**config.mk**
```make
export PLATFORM = sky130hd
export DESIGN_NAME = demux32_collector
export DESIGN_NICKNAME = d
export VERILOG_FILES = /design/src/rtl/demux32_collector.sv
export SDC_FILE = /design/constraint.sdc
export NUM_CORES = 1
export LEC_CHECK = 0
export BUFFER_PORTS_ARGS = -buffer_cell sky130_fd_sc_hd__buf_4
export CAP_MARGIN = 5
export CELL_PAD_IN_SITES_DETAIL_PLACEMENT = 0
export CELL_PAD_IN_SITES_GLOBAL_PLACEMENT = 1
export CORE_MARGIN = 4
export CORE_UTILIZATION = 44
export CTS_CLUSTER_SIZE = 40
export DETAILED_ROUTE_END_ITERATION = 6
export MAX_ROUTING_LAYER = met4
export PLACE_DENSITY = 0.87
export RECOVER_POWER = 25
export SETUP_SLACK_MARGIN = 0.2
export SYNTH_ARGS = -nofsm -noshare
export SYNTH_HDL_FRONTEND = slang
export SYNTH_SLANG_ARGS = --single-unit
```
**constraint.sdc**
```tcl
create_clock -name clk -period 5.3 [get_ports clk]
set_input_delay 0.795 -clock clk [delete_from_list [all_inputs] [get_ports clk]]
set_output_delay 0.795 -clock clk [all_outputs]
set_load 0.1 [all_outputs]
```
**src/rtl/demux32_collector.sv**
```systemverilog
// demux32_collector: bit-serial to parallel collector with flush and valid/ready word output
module demux32_collector #(
    parameter int N     = 32,
    parameter int SEL_W = $clog2(N)
) (
    input  logic             clk,
    input  logic             rst,
    input  logic             in_bit_i,
    input  logic             in_valid_i,
    output logic             in_ready_o,
    input  logic             flush_i,
    output logic [SEL_W-1:0] sel_o,
    output logic [N-1:0]     out_word_o,
    output logic [SEL_W:0]   out_count_o,
    output logic             out_valid_o,
    input  logic             out_ready_i
);
    typedef enum logic {FILL, FULL} state_t;

    state_t           state_q;
    logic [SEL_W-1:0] sel_q;
    logic [N-1:0]     word_q;
    logic [SEL_W:0]   count_q;

    // Collect bits into word_q at sel_q; close on the N-th bit or on flush, then hold until taken
    always_ff @(posedge clk or posedge rst) begin
        if (rst) begin
            state_q <= FILL;
            sel_q   <= '0;
            word_q  <= '0;
            count_q <= '0;
        end else if (state_q == FILL) begin
            if (in_valid_i) begin
                word_q[sel_q] <= in_bit_i;
                if (sel_q == SEL_W'(N - 1)) begin
                    sel_q   <= '0;
                    count_q <= (SEL_W + 1)'(N);
                    state_q <= FULL;
                end else if (flush_i) begin
                    sel_q   <= '0;
                    count_q <= {1'b0, sel_q} + 1'b1;
                    state_q <= FULL;
                end else begin
                    sel_q <= sel_q + 1'b1;
                end
            end else if (flush_i && sel_q != '0) begin
                sel_q   <= '0;
                count_q <= {1'b0, sel_q};
                state_q <= FULL;
            end
        end else if (out_ready_i) begin
            sel_q   <= '0;
            word_q  <= '0;
            count_q <= '0;
            state_q <= FILL;
        end
    end

    assign in_ready_o  = (state_q == FILL);
    assign out_valid_o = (state_q == FULL);
    assign sel_o       = sel_q;
    assign out_word_o  = word_q;
    assign out_count_o = count_q;
endmodule

```
---- After elaboration in Yosys (flattened, before gate mapping) ----
Cells that the tools add are included.
storage, ports and cells
  flip-flop bits (word level) ............. 44
  input port bits ......................... 6
  output and inout port bits .............. 45
  logic and storage cells ................. 44
operators by class
  add/subtract/negate cells ............... 2
  magnitude comparators ................... 2
  equal/unequal tests ..................... 3
  multiplexer cells ....................... 24
  bitwise operators ....................... 1
  reductions and logical operators ........ 8
operators by type and width
  cell                   count
  $mux W32               3
  $mux W6                6
  $bwmux W32             1
  $mux W5                6
  $mux W1                7
  $add A5 B1 Y6 const B  1
  $lt A5 B6 Y1 const B   1
  $add A5 B1 Y5 const B  1
  $demux W1 S5           1
  $eq A5 B5 Y1 const B   1
  $ge A5 B1 Y1 const B   1
  $reduce_bool A5 Y1     1
  $ne A4 B1 Y1 const B   1
  $reduce_and A2 Y1      2
  $reduce_and A3 Y1      1
  $reduce_bool A3 Y1     1
  $logic_and A1 B1 Y1    2
  $ne A2 B2 Y1 const B   1
  $reduce_bool A2 Y1     1
  $not A1 Y1             1

---- Logic depth before layout (Yosys ltp) ----
Gate-level depths: netlist (run 1).
  word-level depth ........................ 7
  depth in mapped cells ................... 8
  mapped depth without buffers ............ 7

---- Worst setup path after synthesis (run 1) ----
OpenSTA, ideal clock, no wires.
  path kind ............................... register to register
  start point ............................. register sel_q[0] (netlist: sel_o[0])
  end point ............................... register count_q[5] (netlist: out_count_o[5])
  library setup time ...................... 0.126 ns
  data arrival time ....................... 2.651 ns
  required time ........................... 5.174 ns
  slack ................................... 2.523 ns
  cell stages (with the launch flop) ...... 9
  path buffers ............................ 1
  clock period less this slack ............ 2.777 ns
  cells stage by stage .................... dfrtp_1 ha_1 clkbuf_1 and3_1 ha_1 a21o_1 o21ai_4 or2b_2 mux2i_1
on the way
  longest elaborated chain between the ends .. 5
  elaborated cells between the ends (all ways) .. 11
  classes of those cells .................. add/sub (1); eq/ne (2); mux (4); reduce/logical (4)
ends and longest elaborated chain
  item                      RTL line  source
  start: declaration        21        logic [SEL_W-1:0] sel_q;
  start signal: assignment  44        sel_q <= sel_q + 1'b1;
  $add A5 B1 Y6             41        count_q <= {1'b0, sel_q} + 1'b1;
  $mux W6                   39        end else if (flush_i) begin
  $mux W6                   35        if (sel_q == SEL_W'(N - 1)) begin
  $mux W6                   33        if (in_valid_i) begin
  $mux W6                   32        end else if (state_q == FILL) begin
  end signal: assignment    37        count_q <= (SEL_W + 1)'(N);
  end signal: assignment    41
  end signal: assignment    48        count_q <= {1'b0, sel_q};
  end: declaration          23        logic [SEL_W:0] count_q;
Several ways; a longest one is shown, not always the timed one. The select of a mux whose other input is x is not followed.
A chain may end at the register's enable or synchronous reset.

==> results of run 1 <==
cells in the mapped netlist, types with 5 or more instances:
library cell | count | share of area
o211ai_1 | 26 | 0.084
a21oi_1 | 7 | 0.015
ha_1 | 5 | 0.027
inv_1 | 5 | 0.0081
nand3_1 | 18 | 0.039
dfrtp_1 | 44 | 0.48
nand2_1 | 37 | 0.060
nor2_1 | 5 | 0.0081
clkbuf_1 | 15 | 0.024
mux2i_1 | 7 | 0.030
nand2b_1 | 6 | 0.016
nand4_1 | 10 | 0.027
o21ai_1 | 5 | 0.011
o21ai_0 | 19 | 0.041
per-layer routing:
layer / vias up / track usage / routed length [um]
li1: 983 / - / -
met1: 981 / 0.284 / 2850
met2: 69 / 0.306 / 2780
met3: 6 / 0.0426 / 344
met4: 0 / 0.0726 / 63
met5: - / - / 0
critical path, delay by kind of cell:
kind                   cells  cell delay, ps
buffers and inverters      3            1810
per-stage QoR:
step	area, um2	setup slack (ps)	util	std cells
2_1_floorplan	2320	2520	-	248
3_3_place_gp	2700	2850	0.529	350
6_report	2790	2610	0.547	358
5_1_grt	2790	2130	0.547	358
3_5_place_dp	2700	2850	0.529	350
4_1_cts	2800	2840	0.548	358
state kept, by name, summed over array words and instances, names as in the netlist:
name / cells
out_word_o: 32
sel_o: 5
out_valid_o: 1
out_count_o: 6
worst min-delay path by stage:
stage,start,endpoint,slack [ps],cells after the start
floorplan,out_ready_i,out_valid_o,890,1
global placement,out_word_o[19],out_word_o[19],500,2
detailed placement,out_word_o[19],out_word_o[19],500,2
CTS,out_word_o[19],out_word_o[19],520,2
global route,out_word_o[29],out_word_o[29],560,2
finish,out_word_o[19],out_word_o[19],520,2
placed cells by master (no fill, tap or decap), drive strengths merged, types with 3 or more instances in the layout:
cell type / instances
a21oi: 7
and2: 4
and3: 3
buf: 49
clkbuf: 9
dfrtp: 44
ha: 5
inv: 5
mux2i: 7
nand2: 37
nand2b: 6
nand3: 18
nand4: 10
nor2: 5
nor2b: 4
nor3b: 3
o211ai: 26
o21ai: 25
cells by family (layout without fill, tap and decap cells):
kind of cell | after synthesis | in the layout
AO/OA/AOI/OAI | 69 | 69
adder cells (fa/ha/maj) | 5 | 5
buffers and inverters | 24 | 64
flip-flops | 44 | 44
multiplexers | 7 | 7
AND/OR/NAND/NOR | 99 | 99
power breakdown:
group	leakage, nW	switching, mW	internal, mW
clock	0.0445	0.112	0.106
combinational	0.735	0.382	0.110
sequential	0.609	0.0418	0.363
total	1.39	0.536	0.579
area by class of cell:
cell class | count | area [um2]
inverter | 5 | 18.8
multi-input combinational | 180 | 1110
clock inverter | 1 | 7.51
timing repair buffer | 51 | 379
fill | 500 | 2310
sequential | 44 | 1100
clock buffer | 7 | 86.3
tap | 70 | 87.6
==> impl_metrics.csv, run 1 <==
group,metric,value,unit
timing,final_hold_viol_count,0,
placement,port_buffers,50,
worst_setup_path,crit_path_start_kind,"input pin",
logic_synthesis,async_flop_share,1.00,
pwr,finalPower,1.11,mW
worst_setup_path,cp_slowest_stage_delay,1660,ps
run_status,violations,"max-capacitance violations, max-slew violations",
timing,relSlewSlack,-0.559,
global_routing,grt_first_pass_wirelength,10100,um
worst_setup_path,critPathCaptureType,"asynchronous set/reset pin",
global_routing,first_global_vias,2018,
placement,gp_congestion,0.835,
worst_hold_path,hp-class,"reg -> reg",
die,core_area,5110,um2
clocking,post_cts_buffers,0,
clocking,clockBufferDepth,2,
worst_setup_path,crit_path_cell_trace,"clkbuf_4, inv_1, clkbuf_1",
worst_setup_path,cp-startpoint,"rst",
logic_synthesis,synth_mux_area_frac,0.0303,
timing,fin_worst_skew,8.00,ps
detailed_routing,wl_per_cell,16.9,um
logic_synthesis,synth-edff-count,0,
layout,areaGrowthSynthToFinish,20.6,%
clocking,hold_buffers,0,
logic_synthesis,synthAdderAreaFrac,0.0270,
die,die_y,80.6,um
layout,diodes,0,
detailed_routing,drtIter0Drc,140,
global_routing,grt_start_max_net_pins,45,
logic_synthesis,syn_area,2320,um2
detailed_routing,vias_per_cell,5.70,
die,dieArea,6490,um2
worst_setup_path,rrSetupSlack,2810,ps
worst_setup_path,regToRegStartpoint,"sel_o[2]",
clocking,clk_latency,300,ps
worst_setup_path,r2r-end,"sel_o[2]",
timing,rsz0062_at_grt,"false",
logic_synthesis,postSynthCellCount,248,
worst_setup_path,crit_fanout,44,
clocking,root_buffer,"clkbuf_8",
timing,fmax,0.371,GHz
global_routing,gr-usage-all-layers,0.208,
timing,setup_violations,0,
logic_synthesis,synth_nets,259,
detailed_routing,dr.pass1.iters,4,
timing,min_period,2690,ps
logic_synthesis,yosys_register_bits,44,
clocking,path_clk_slew,80,ps
global_routing,grt_antenna_before_repair,0,
logic_synthesis,seq_area_frac_synth,0.475,
worst_setup_path,crit_end,"out_word_o[0]",
placement,hpwl,4120,um
pwr,ir_drop,365,uV
timing,drv_slew,45,
clocking,htreeDepth,2,
logic_synthesis,synth_top_family_by_area,"simple AND/OR/NAND/NOR gates",
detailed_routing,routed_wl,6040,um
die,rows,26,
worst_setup_path,worstRegToRegCells,6,
global_routing,grt_remaining_overflow,0,
timing,worst_slew_pin_slew,2340,ps
pwr,cellPowerDensity,399,nW/um2
detailed_routing,drc,0,
clocking,cts_resized,0,
timing,fin_tns_setup,0,ps
logic_synthesis,synth_xor_area_frac,0,
worst_setup_path,cpMaxStageDelayCell,"clkbuf_1",
logic_synthesis,synth_flop_cell,"dfrtp_1",
timing,fin_crit_sh,0.508,
logic_synthesis,yosysWarnings,0,
clocking,clkSinkCount,44,
clocking,cts_tree,"yes",
worst_setup_path,cp.required,5230,ps
logic_synthesis,synth_compound_area_frac,0.203,
logic_synthesis,synth_area_per_cell,9.34,um2
flow_run,drv_cap,1,
logic_synthesis,synth_cell_types,37,
layout,finalNetCount,298,
timing,whs,522,ps
die,start_util,0.453,
die,io_pins,51,
clocking,cts_buffers,5,
detailed_routing,ant_nets,0,
worst_setup_path,criticalPathCategory,"in -> async",
detailed_routing,vias,2039,
pwr,leakagePower,1.39,nW
run_status,outcome,"complete, but fails checks",
layout,drive_above_1_share,0.219,
logic_synthesis,synth_simple_gate_area_share,0.220,
die,die_w,80.6,um
worst_setup_path,cp.arrival,2620,ps
Power figures use the tool's default switching activity.
==> run 2: changes to the inputs <==
- CORE_UTILIZATION: 44 -> 41
- PLACE_DENSITY: 0.87 -> 0.82
- clock period: 5.3 -> 2.5 ns (I/O delays scaled with it)
==> impl_metrics.csv, run 2 (synthesis results as in run 1) <==
group,metric,value,unit
placement,dpl_cell_area,2760,um2
timing,drv_slew,0,
pwr,ir_drop,782,uV
placement,gp_congestion,0.899,
die,die_w,83.2,um
timing,setup_violations,0,
placement,port_buffers,50,
global_routing,grt_start_max_net_pins,45,
timing,setup_ws,367,ps
detailed_routing,drc,0,
pwr,p_sw_frac,0.472,
die,io_pins,51,
worst_hold_path,hp-class,"in -> reg",
worst_setup_path,crit_path_start_kind,"register",
detailed_routing,routed_wl,6010,um
global_routing,gr-usage-all-layers,0.185,
layout,finalNetCount,302,
pwr,pwr-share-comb,0.442,
clocking,post_cts_buffers,0,
pwr,finalPower,2.41,mW
layout,fin_util,0.518,
global_routing,met2_usage,0.289,
worst_setup_path,rrSetupSlack,370,ps
pwr,power_frac_clock,0.201,
global_routing,top_usage_layer,"met2",
clocking,clkSinkCount,44,
worst_setup_path,criticalPathCategory,"reg -> reg",
clocking,clockBufferDepth,2,
timing,fin_worst_skew,4.98,ps
run_status,outcome,"complete, no violations",
timing,fin_crit_sh,0.853,
clocking,path_clk_slew,80,ps
layout,diodes,0,
global_routing,grt_first_pass_wirelength,10100,um
pwr,p_switching,1.14,mW
global_routing,grt_remaining_overflow,0,
clocking,htreeDepth,2,
clocking,root_buffer,"clkbuf_8",
pwr,p_int,1.27,mW
detailed_routing,dr.pass1.iters,4,
timing,fmax,0.469,GHz
detailed_routing,wl_per_cell,16.6,um
layout,final_common_cell,"buf_4",
layout,stdcell_area,2850,um2
die,core_area,5510,um2
clocking,cts_tree,"yes",
timing,min_period,2130,ps
layout,areaGrowthSynthToFinish,23.1,%
layout,drive_above_1_share,0.254,
die,start_util,0.421,
pwr,seqPwrFrac,0.358,
timing,relSlewSlack,0.287,
clocking,cts_resized,0,
timing,rsz0062_at_grt,"false",
worst_setup_path,crit_fanout,11,
pwr,cellPowerDensity,845,nW/um2
global_routing,grtUsageMet1,0.246,
layout,layout_common_cells,"buf_4 (53), dfrtp_1 (39), nand2_1 (37)",
clocking,cts_buffers,5,
global_routing,first_global_vias,1959,
detailed_routing,ant_nets,0,
clocking,hold_buffers,0,
die,rows,27,
die,die_y,83.2,um
detailed_routing,vias,2007,
global_routing,grt_antenna_before_repair,0,
detailed_routing,vias_per_cell,5.53,
placement,hpwl,4240,um
timing,final_hold_viol_count,0,
clocking,clk_latency,290,ps
placement,dp_slack,385,ps
global_routing,grt_use_met3,0.0446,
die,dieArea,6910,um2
detailed_routing,drtIter0Drc,161,
pwr,leakagePower,1.40,nW
timing,worst_slew_pin_slew,1070,ps
worst_setup_path,critPathCaptureType,"register",
flow_run,drv_cap,0,
layout,largest_register_ffs,32,
worst_setup_path,cp.arrival,2330,ps
worst_setup_path,cp.required,2700,ps
timing,fin_tns_setup,0,ps
-- run 2: cell count changes in the layout (fill, tap and decap cells not counted), moves of 2 or more --
cell	change
dfrtp_1	-5
buf_4	+4
dfrtp_4	+3
clkbuf_1	-2
dfrtp_2	+2
-- run 2: per-stage QoR --
step                      cells  hold slack [ps]
after CTS                   363              238
after global placement      356              507
after floorplan             248              468
after global routing        363              305
final                       363              299
after detailed placement    356              507
-- run 2: area by class of cell --
class                      instances  area (um2)
timing repair buffer              55         410
sequential                        44        1110
tap                               72        90.1
clock buffer                       7        96.3
multi-input combinational        180        1120
inverter                           5        18.8
fill                             507        2660
-- run 2: power groups by stage --
stage               clock [mW]  sequential, mW  combinational (mW)
detailed placement           0           0.876                1.07
global placement             0           0.872                1.07
finish                   0.483           0.861                1.06
floorplan                    0            1.27               0.424
CTS                      0.493           0.862                1.07
global route             0.531           0.874                1.13
-- run 2: final timing paths --
check | to | cells after the start | start
max | sel_o[3] | 7 | sel_o[0]
min | out_valid_o | 2 | out_ready_i
max reg2reg | sel_o[3] | 7 | sel_o[0]
min reg2reg | out_word_o[19] | 2 | out_word_o[19]
max in group asynchronous | sel_o[3] | 3 | rst
min in group asynchronous | out_word_o[4] | 3 | rst
-- run 2: per-layer routing --
layer | up-vias | part of all wire
li1 | 986 | -
met1 | 953 | 0.46
met2 | 62 | 0.47
met3 | 6 | 0.057
met4 | 0 | 0.012
met5 | - | 0
-- run 2: critical path, stage by stage (launching register included) --
cell     delay [ps]
dfrtp_4         520
ha_2            270
and3_1          170
ha_1            260
or4b_4          570
nor2_1          110
o21ai_1          60
o31ai_1          70
==> run 3: changes to the inputs <==
- PLACE_DENSITY: 0.82 -> 0.92
==> impl_metrics.csv, run 3 (synthesis results as in run 1) <==
group,metric,value,unit
pwr,cellPowerDensity,842,nW/um2
worst_setup_path,criticalPathCategory,"reg -> reg",
layout,layout_common_cells,"buf_4 (53), dfrtp_1 (39), nand2_1 (37)",
placement,dp.cells,356,
timing,fin_tns_setup,0,ps
placement,gp_congestion,0.975,
worst_setup_path,crit_path_start_kind,"register",
run_status,outcome,"complete, no violations",
die,die_w,83.2,um
pwr,p_sw_frac,0.480,
pwr,p_int,1.25,mW
pwr,power_frac_clock,0.197,
layout,finalNetCount,302,
detailed_routing,drc,0,
detailed_routing,routed_wl,5810,um
timing,drv_slew,0,
global_routing,grt_start_max_net_pins,45,
placement,dpl_cell_area,2760,um2
layout,final_common_cell,"buf_4",
clocking,cts_resized,0,
pwr,p_switching,1.16,mW
clocking,path_clk_slew,80,ps
global_routing,first_global_vias,2007,
timing,fin_worst_skew,4.53,ps
timing,worst_slew_pin_slew,1070,ps
detailed_routing,drtIter0Drc,70,
timing,final_hold_viol_count,0,
detailed_routing,vias,1981,
placement,hpwl,4210,um
die,start_util,0.421,
pwr,seqPwrFrac,0.360,
clocking,cts_buffers,5,
clocking,clkSinkCount,44,
timing,setup_ws,400,ps
clocking,post_cts_buffers,0,
clocking,root_buffer,"clkbuf_8",
clocking,clk_latency,300,ps
clocking,cts_tree,"yes",
clocking,hold_buffers,0,
layout,stdcell_count,364,
global_routing,grt_antenna_before_repair,0,
detailed_routing,route.met3.wl,322,um
detailed_routing,dr.pass1.iters,4,
worst_setup_path,cp.required,2700,ps
pwr,pwr-share-comb,0.443,
timing,fmax,0.476,GHz
die,die_y,83.2,um
timing,whs,297,ps
layout,fin_util,0.519,
global_routing,gr-usage-all-layers,0.182,
pwr,leakagePower,1.41,nW
layout,largest_register_ffs,32,
flow_run,drv_cap,0,
detailed_routing,wl_met2,2730,um
worst_hold_path,hp-class,"in -> reg",
timing,relSlewSlack,0.286,
pwr,finalPower,2.41,mW
global_routing,grt_first_pass_wirelength,9980,um
die,core_area,5510,um2
clocking,htreeDepth,2,
timing,rsz0062_at_grt,"false",
detailed_routing,wl_per_cell,16.0,um
detailed_routing,vias_per_cell,5.44,
layout,drive_above_1_share,0.257,
worst_setup_path,crit_fanout,7,
global_routing,grt_remaining_overflow,0,
placement,port_buffers,50,
detailed_routing,ant_nets,0,
die,io_pins,51,
worst_setup_path,cp.arrival,2300,ps
pwr,ir_drop,714,uV
layout,stdcell_area,2860,um2
die,dieArea,6910,um2
detailed_routing,met1_length,2710,um
clocking,clockBufferDepth,2,
placement,dp_slack,375,ps
layout,areaGrowthSynthToFinish,23.5,%
timing,min_period,2100,ps
die,rows,27,
detailed_routing,top_layer,"met4",
timing,fin_crit_sh,0.840,
timing,setup_violations,0,
layout,diodes,0,
worst_setup_path,critPathCaptureType,"register",
run 3: cell count changes in the layout (fill, tap and decap cells not counted):
cell	delta
clkbuf_8	-1
clkinv_1	-1
clkinv_2	+1
ha_2	-1
ha_4	+1
inv_1	+1
inv_6	+1
run 3: cell type report:
| type | count | area, um2 |
|---|---|---|
| well taps | 72 | 90.1 |
| fillers | 513 | 2650 |
| inverters | 5 | 18.8 |
| clock inverters | 2 | 13.8 |
| clock buffers | 6 | 82.6 |
| flip-flops and latches | 44 | 1110 |
| repair buffers | 55 | 410 |
| multi-input cells | 180 | 1130 |
run 3: worst paths after layout:
check                          startpoint        endpoint  slack (ps)  cells past startpoint
min reg2reg                out_word_o[19]  out_word_o[19]         530                      2
min                           out_ready_i     out_valid_o         300                      2
max reg2reg                      sel_o[1]        sel_o[3]         400                      6
max                              sel_o[1]        sel_o[3]         400                      6
max in group asynchronous             rst        sel_o[3]        1300                      3
min in group asynchronous             rst   out_word_o[5]         420                      3
run 3: worst max-delay path, stage by stage (launching register included):
cell	delay, ps
dfrtp_4	530
inv_1	130
ha_1	210
or4b_4	520
a311oi_4	420
o21ai_1	120
o31ai_1	70
run 3: power groups by stage:
stage	Clock [mW]	Combinational (mW)	Sequential, mW
6_report	0.474	1.07	0.868
5_1_grt	0.524	1.13	0.882
4_1_cts	0.485	1.07	0.862
3_5_place_dp	0	1.06	0.875
3_3_place_gp	0	1.06	0.870
2_1_floorplan	0	0.424	1.27
run 3: per-layer routing:
layer  vias up  track usage
met4         0       0.0535
met2        56        0.285
met3         4       0.0565
met1       930        0.227
met5         -            -
li1        991            -
